===== src/rtl/mem_writeback_pkg.sv =====
// Shared definitions for the memory/writeback stage: FSM encoding, funct3 codes,
// latched memory-op record and CSR addresses.
package mem_writeback_pkg;

    localparam logic [1:0] ST_IDLE = 2'd0;
    localparam logic [1:0] ST_REQ  = 2'd1;
    localparam logic [1:0] ST_RESP = 2'd2;

    localparam logic [2:0] F3_LB  = 3'b000;
    localparam logic [2:0] F3_LH  = 3'b001;
    localparam logic [2:0] F3_LW  = 3'b010;
    localparam logic [2:0] F3_LBU = 3'b100;
    localparam logic [2:0] F3_LHU = 3'b101;
    localparam logic [2:0] F3_SB  = 3'b000;
    localparam logic [2:0] F3_SH  = 3'b001;
    localparam logic [2:0] F3_SW  = 3'b010;

    localparam logic [1:0] SZ_BYTE = 2'b00;
    localparam logic [1:0] SZ_HALF = 2'b01;
    localparam logic [1:0] SZ_WORD = 2'b10;

    localparam logic [11:0] CSR_TOHOST = 12'h51E;

    typedef struct packed {
        logic        store;
        logic [2:0]  funct3;
        logic [4:0]  rd;
        logic [31:0] addr;
    } mem_op_t;

    function automatic logic is_misaligned(input logic [2:0] f3, input logic [1:0] a);
        logic mis;
        case (f3[1:0])
            SZ_BYTE: mis = 1'b0;
            SZ_HALF: mis = a[0];
            default: mis = (a != 2'b00);
        endcase
        return mis;
    endfunction

endpackage


===== src/rtl/mem_writeback_load_align.sv =====
// Load data alignment: picks the addressed byte/half out of the response word
// and sign- or zero-extends it according to funct3.
module mem_writeback_load_align
    import mem_writeback_pkg::*;
(
    input  logic [1:0]  addr_lo,
    input  logic [2:0]  funct3,
    input  logic [31:0] word,
    output logic [31:0] data
);

    logic [7:0]  byte_sel;
    logic [15:0] half_sel;

    always_comb begin
        byte_sel = word[7:0];
        case (addr_lo)
            2'd0:    byte_sel = word[7:0];
            2'd1:    byte_sel = word[15:8];
            2'd2:    byte_sel = word[23:16];
            default: byte_sel = word[31:24];
        endcase
        half_sel = addr_lo[1] ? word[31:16] : word[15:0];
    end

    always_comb begin
        data = word;
        case (funct3)
            F3_LB:   data = {{24{byte_sel[7]}}, byte_sel};
            F3_LH:   data = {{16{half_sel[15]}}, half_sel};
            F3_LBU:  data = {24'h0, byte_sel};
            F3_LHU:  data = {16'h0, half_sel};
            default: data = word;
        endcase
    end

endmodule


===== src/rtl/mem_writeback.sv =====
// Memory/writeback stage: issues loads/stores over a valid/ready request channel,
// aligns load data and drives the regfile write port. Optional tohost CSR: WB_CSR_EN.
module mem_writeback
    import mem_writeback_pkg::*;
#(
    parameter int XLEN     = 32,
    parameter int RESP_TMO = 64
) (
    input  logic            clk,
    input  logic            rst_n,
    input  logic            in_valid,
    output logic            in_ready,
    input  logic [XLEN-1:0] alu_result,
    input  logic [XLEN-1:0] store_data,
    input  logic [4:0]      rd,
    input  logic [2:0]      funct3,
    input  logic            reg_we,
    input  logic            mem_we,
    input  logic            mem_rr,
    input  logic            csr_write,
    output logic            dmem_req_valid,
    input  logic            dmem_req_ready,
    output logic            dmem_we,
    output logic [XLEN-1:0] dmem_addr,
    output logic [XLEN-1:0] dmem_wdata,
    output logic [3:0]      dmem_wmask,
    input  logic            dmem_resp_valid,
    input  logic [XLEN-1:0] dmem_resp_data,
    output logic            rf_we,
    output logic [4:0]      rf_wa,
    output logic [XLEN-1:0] rf_wd,
    output logic            stall,
    output logic            misalign,
    output logic            timeout
`ifdef WB_CSR_EN
    ,
    output logic [XLEN-1:0] csr_tohost
`endif
);

    // Timer width; RESP_TMO == 0 still needs a 1-bit vector to stay legal.
    localparam int TW = (RESP_TMO > 0) ? $clog2(RESP_TMO + 1) : 1;

    logic [1:0]      state_q, state_d;
    mem_op_t         op_q, op_d;
    logic [XLEN-1:0] wdata_q, wdata_d;
    logic [3:0]      wmask_q, wmask_d;
    logic [TW-1:0]   tmr_q, tmr_d;
    logic            rf_we_q, rf_we_d;
    logic [4:0]      rf_wa_q, rf_wa_d;
    logic [XLEN-1:0] rf_wd_q, rf_wd_d;
    logic            misalign_q, misalign_d;
    logic            timeout_q, timeout_d;

    logic            accept;
    logic            is_mem;
    logic            csr_sel;
    logic [3:0]      st_mask;
    logic [XLEN-1:0] st_data;
    logic [XLEN-1:0] ld_data;

`ifdef WB_CSR_EN
    assign csr_sel = csr_write;
`else
    logic unused_csr_write;
    assign csr_sel          = 1'b0;
    assign unused_csr_write = csr_write;
`endif

    assign stall          = (state_q != ST_IDLE);
    assign in_ready       = !stall;
    assign accept         = in_valid & in_ready;
    assign is_mem         = mem_we | mem_rr;

    assign dmem_req_valid = (state_q == ST_REQ);
    assign dmem_we        = op_q.store;
    assign dmem_addr      = {op_q.addr[XLEN-1:2], 2'b00};
    assign dmem_wdata     = wdata_q;
    assign dmem_wmask     = wmask_q;

    assign rf_we          = rf_we_q;
    assign rf_wa          = rf_wa_q;
    assign rf_wd          = rf_wd_q;
    assign misalign       = misalign_q;
    assign timeout        = timeout_q;

    // Byte-lane replication so the memory can take data straight off its lane.
    always_comb begin
        st_mask = 4'b1111;
        st_data = store_data;
        case (funct3[1:0])
            SZ_BYTE: begin
                st_mask = 4'b0001 << alu_result[1:0];
                st_data = {4{store_data[7:0]}};
            end
            SZ_HALF: begin
                st_mask = 4'b0011 << alu_result[1:0];
                st_data = {2{store_data[15:0]}};
            end
            default: begin
                st_mask = 4'b1111;
                st_data = store_data;
            end
        endcase
    end

    mem_writeback_load_align u_load_align (
        .addr_lo (op_q.addr[1:0]),
        .funct3  (op_q.funct3),
        .word    (dmem_resp_data),
        .data    (ld_data)
    );

    always_comb begin
        state_d    = state_q;
        op_d       = op_q;
        wdata_d    = wdata_q;
        wmask_d    = wmask_q;
        tmr_d      = tmr_q;
        rf_we_d    = 1'b0;
        rf_wa_d    = rf_wa_q;
        rf_wd_d    = rf_wd_q;
        misalign_d = 1'b0;
        timeout_d  = timeout_q;

        case (state_q)
            ST_IDLE: begin
                if (accept && !csr_sel) begin
                    if (is_mem) begin
                        if (is_misaligned(funct3, alu_result[1:0])) begin
                            misalign_d = 1'b1;
                        end else begin
                            state_d     = ST_REQ;
                            op_d.store  = mem_we & ~mem_rr;
                            op_d.funct3 = funct3;
                            op_d.rd     = rd;
                            op_d.addr   = alu_result;
                            wdata_d     = st_data;
                            wmask_d     = mem_rr ? 4'b0000 : st_mask;
                        end
                    end else if (reg_we) begin
                        rf_we_d = (rd != 5'd0);
                        rf_wa_d = rd;
                        rf_wd_d = alu_result;
                    end
                end
            end
            ST_REQ: begin
                if (dmem_req_ready) begin
                    if (op_q.store) begin
                        state_d = ST_IDLE;
                    end else begin
                        state_d = ST_RESP;
                        tmr_d   = TW'(RESP_TMO);
                    end
                end
            end
            ST_RESP: begin
                // A response in the final timer cycle still wins over the timeout.
                if (dmem_resp_valid) begin
                    rf_we_d = (op_q.rd != 5'd0);
                    rf_wa_d = op_q.rd;
                    rf_wd_d = ld_data;
                    state_d = ST_IDLE;
                end else if (RESP_TMO != 0) begin
                    if (tmr_q == TW'(1)) begin
                        timeout_d = 1'b1;
                        state_d   = ST_IDLE;
                    end else begin
                        tmr_d = tmr_q - TW'(1);
                    end
                end
            end
            default: state_d = ST_IDLE;
        endcase
    end

    always_ff @(posedge clk or negedge rst_n) begin
        if (!rst_n) begin
            state_q    <= ST_IDLE;
            op_q       <= '0;
            wdata_q    <= '0;
            wmask_q    <= '0;
            tmr_q      <= '0;
            rf_we_q    <= 1'b0;
            rf_wa_q    <= '0;
            rf_wd_q    <= '0;
            misalign_q <= 1'b0;
            timeout_q  <= 1'b0;
        end else begin
            state_q    <= state_d;
            op_q       <= op_d;
            wdata_q    <= wdata_d;
            wmask_q    <= wmask_d;
            tmr_q      <= tmr_d;
            rf_we_q    <= rf_we_d;
            rf_wa_q    <= rf_wa_d;
            rf_wd_q    <= rf_wd_d;
            misalign_q <= misalign_d;
            timeout_q  <= timeout_d;
        end
    end

`ifdef WB_CSR_EN
    logic [XLEN-1:0] csr_tohost_q;

    always_ff @(posedge clk or negedge rst_n) begin
        if (!rst_n) begin
            csr_tohost_q <= '0;
        end else if (accept && csr_write) begin
            csr_tohost_q <= alu_result;
        end
    end

    assign csr_tohost = csr_tohost_q;
`endif

endmodule


===== config.mk =====
export PLATFORM = sky130hd
export DESIGN_NAME = mem_writeback
export DESIGN_NICKNAME = d
export VERILOG_FILES = /design/src/rtl/mem_writeback_pkg.sv /design/src/rtl/mem_writeback_load_align.sv /design/src/rtl/mem_writeback.sv
export SDC_FILE = /design/constraint.sdc
export NUM_CORES = 1
export LEC_CHECK = 0
export BUFFER_PORTS_ARGS = -buffer_cell sky130_fd_sc_hd__buf_2
export CORE_MARGIN = 2
export CORE_UTILIZATION = 52
export CTS_BUF_LIST = sky130_fd_sc_hd__clkbuf_4 sky130_fd_sc_hd__clkbuf_8
export DETAILED_ROUTE_END_ITERATION = 6
export PLACE_DENSITY = 0.81
export SYNTH_ARGS = -nofsm -noshare
export SYNTH_HDL_FRONTEND = slang
export SYNTH_SLANG_ARGS = --single-unit

===== constraint.sdc =====
create_clock -name clk -period 2.19 [get_ports clk]
set_input_delay 0.3285 -clock clk [delete_from_list [all_inputs] [get_ports clk]]
set_output_delay 0.3285 -clock clk [all_outputs]
set_load 0.1 [all_outputs]

==> results.py <==
metrics = {
    "outcome": {
        "status": "completed",
    },
    "sta": {
        "worstMarginPinSlew_ns": 0.5498,
        "relSlewSlack_pct": 63.60,
        "grt_setup_unrepaired": "no",
        "timing.fmax_ghz": 0.4855,
        "slew_viol_final": 0,
        "skew_ns": 0.009928,
        "setup_viol": 0,
        "post-route-period-util_pct": 94.06,
        "hold_ws_ns": 0.1008,
        "final_hold_viol_count": 0,
        "period_needed_ns": 2.060,
    },
    "synth": {
        "ys_ff_latch": 126,
        "synth_most_common_cell": "dfrtp_1",
        "synth_top_area_share_pct": 48.17,
        "synthTopCellsByCount": "126 x dfrtp_1, 78 x nand2_1, 70 x nor2_1",
        "ys_types": 52,
        "ys_top_cells_by_area": "dfrtp_1 48%, mux2_2 9.5%, mux2i_1 4.6%",
        "synth_edf_count": 0,
        "synthesis.area_sq_mm": 0.006546,
        "post-synth-top-area-cell": "dfrtp_1",
        "postSynth.asyncResetShare_pct": 100.0,
        "seq_area_frac_synth_pct": 48.17,
        "avgSynthCellArea_sq_um": 10.10,
        "syn_inst": 648,
        "synth_ff_type": "dfrtp_1",
        "synth_warnings": 0,
    },
    "floorplan": {
        "pin_count": 225,
        "std_cell_rows": 40,
        "die_x_microns": 116.2,
        "die_h_microns": 116.2,
        "dieArea_sq_mm": 0.01350,
        "floorplan.initialDensity_pct": 53.83,
        "core_area_sq_mm": 0.01216,
    },
    "worst_setup_path": {
        "worst_setup_path_start_kind": "flip-flop",
        "cp.required_ns": 1.86,
        "cp.arrival_ns": 1.73,
        "endpoint_kind": "primary output",
        "critPathMaxFanout": 9,
        "crit_type": "flip-flop to primary output",
        "rrSetupSlack_ns": 0.28,
    },
    "cts": {
        "cts_buffers": 17,
        "clkSinkCount": 126,
        "cts_htree_levels": 4,
        "path_clk_slew_ns": 0.07,
        "root_buffer": "clkbuf_8",
        "cts_tree": "yes",
        "clk_latency_ns": 0.45,
        "cts.path.max_buffers": 2,
    },
    "global_routing": {
        "grt_max_degree": 57,
        "gr-total-overflow": 0,
        "grt_use_met3_pct": 9.756,
        "busiest_layer": "met2",
        "grt_pass1_vias": 5302,
        "grt_antenna_before_repair": 0,
        "grt_pass1_wl_mm": 27.02,
        "grt_use_met2_pct": 42.61,
        "met1_usage_pct": 33.58,
        "grtUsageTotal_pct": 26.50,
    },
    "cells_and_area": {
        "fillers": 982,
        "layout-drive-gt1-share_pct": 41.08,
        "antennaDiodeCount": 0,
        "nNetsFinal": 955,
        "area_growth_pct": 23.85,
    },
    "route": {
        "wirelength_mm": 17.47,
        "vias": 5604,
        "firstDrtPassIters": 5,
        "antenna_left": 0,
        "vias_per_cell": 5.494,
        "drc": 0,
        "drt_iter0_markers": 505,
        "avgRoutedWirePerCell_microns": 17.13,
    },
    "job": {
        "cap_violations": 0,
    },
    "min_path": {
        "worstHoldPathType": "input port to flip-flop",
    },
    "placement": {
        "portBuffers": 221,
        "gp_congestion": 0.8926,
        "post-dp-hpwl_mm": 12.91,
    },
}
==> state kept, by name, indices dropped and copies added (netlist names) <==
signal	count
dmem_addr	30
state_q	2
tmr_q	7
rf_we	1
dmem_we	1
rf_wa	5
rf_wd	32
op_q	10
timeout	1
misalign	1
dmem_wdata	32
dmem_wmask	4
==> layer usage <==
metal  up-vias  wire length (microns)
met5         -                      0
met2       290                   8229
met3        26                   1714
met4         0                    363
li1       2647                      -
met1      2641                   7164
==> path summary, 6_finish.rpt <==
check | startpoint | endpoint | cells after the start
setup / recovery | state_q[1]$_DFFE_PN0P_ | dmem_req_valid | 3
hold / removal | dmem_req_ready | state_q[0]$_DFFE_PN0P_ | 2
setup reg to reg | state_q[1]$_DFFE_PN0P_ | rf_wd[29]$_DFFE_PN0P_ | 6
hold reg to reg | timeout$_DFFE_PN0P_ | timeout$_DFFE_PN0P_ | 1
max in group asynchronous | rst_n | timeout$_DFFE_PN0P_ | 3
min in group asynchronous | rst_n | dmem_addr[12]$_DFFE_PN0P_ | 2
==> cell usage in the layout (no fill, tap or decap), drive strengths merged, types with 2 or more instances in the layout <==
cell and count:
buf 243, dfrtp 126, nand2 78, nor2 72, mux2 55, o21ai 46, a21oi 33, mux2i 30
clkbuf 25, a221oi 17, inv 16, a31oi 12, nand2b 10, nand3b 9, a221o 8, nand3 8
nor3b 8, o2111ai 5, o31ai 4, clkinv 4, o211ai 4, nor3 3, bufinv 3, or4 3
nor2b 3, a211o 2, a21o 2, nor4bb 2, a211oi 2, nand4 2, nor4 2, ha 2
conb 2
==> cell type report <==
cell class	instances	area, sq um	share of cell area, %
inverters	16	60.06	0.7407
flip-flops and latches	126	3153	38.89
repair buffers	245	1360	16.77
clock inverters	7	110.1	1.358
well taps	168	210.2	2.593
clock buffers	24	305.3	3.765
multi-input cells	434	2909	35.88
==> worst max-delay path, cell delays in order (launching register included) <==
cell      delay, ns
dfrtp_1        0.51
nand2b_1       0.24
inv_1          0.09
buf_2          0.44
==> logic make-up (layout without fill, tap and decap cells) <==
family	count (synthesis)	in the layout	synth area share (%)
AOI/OAI and AO/OA	140	140	14.97
DFF	126	126	48.17
muxes	85	85	14.05
adders and majority gates	2	2	0.3822
other	1	2	0.05728
and+or+nand+nor	204	204	14.37
buffers and inverters	89	292	7.875
xor gates and xnor gates	1	1	0.1338
==> repair_timing <==
action | CTS | global route
hold buffers | 1 | 0
endpoints found under the hold margin | 39 | 0
resized for setup | 0 | 1
endpoints found under the setup margin | 0 | 1
setup buffers | 0 | 0
==> stage by stage <==
| stage | setup slack [ns] | instances | cell area (sq um) | TNS [ns] | util, % |
|---|---|---|---|---|---|
| final | 0.1301 | 1020 | 8108 | 0 | 66.67 |
| after floorplan | -0.3774 | 649 | 6555 | -8.644 | - |
| after global placement | 0.3862 | 988 | 7680 | 0 | 63.15 |
| after global routing | 0.06281 | 1020 | 8108 | 0 | 66.67 |
| after detailed placement | 0.3495 | 988 | 7680 | 0 | 63.15 |
| after CTS | 0.03911 | 1020 | 8105 | 0 | 66.65 |
Power is not shown: default switching activity piles up to over one toggle a cycle in this logic, so the estimate is an artifact.
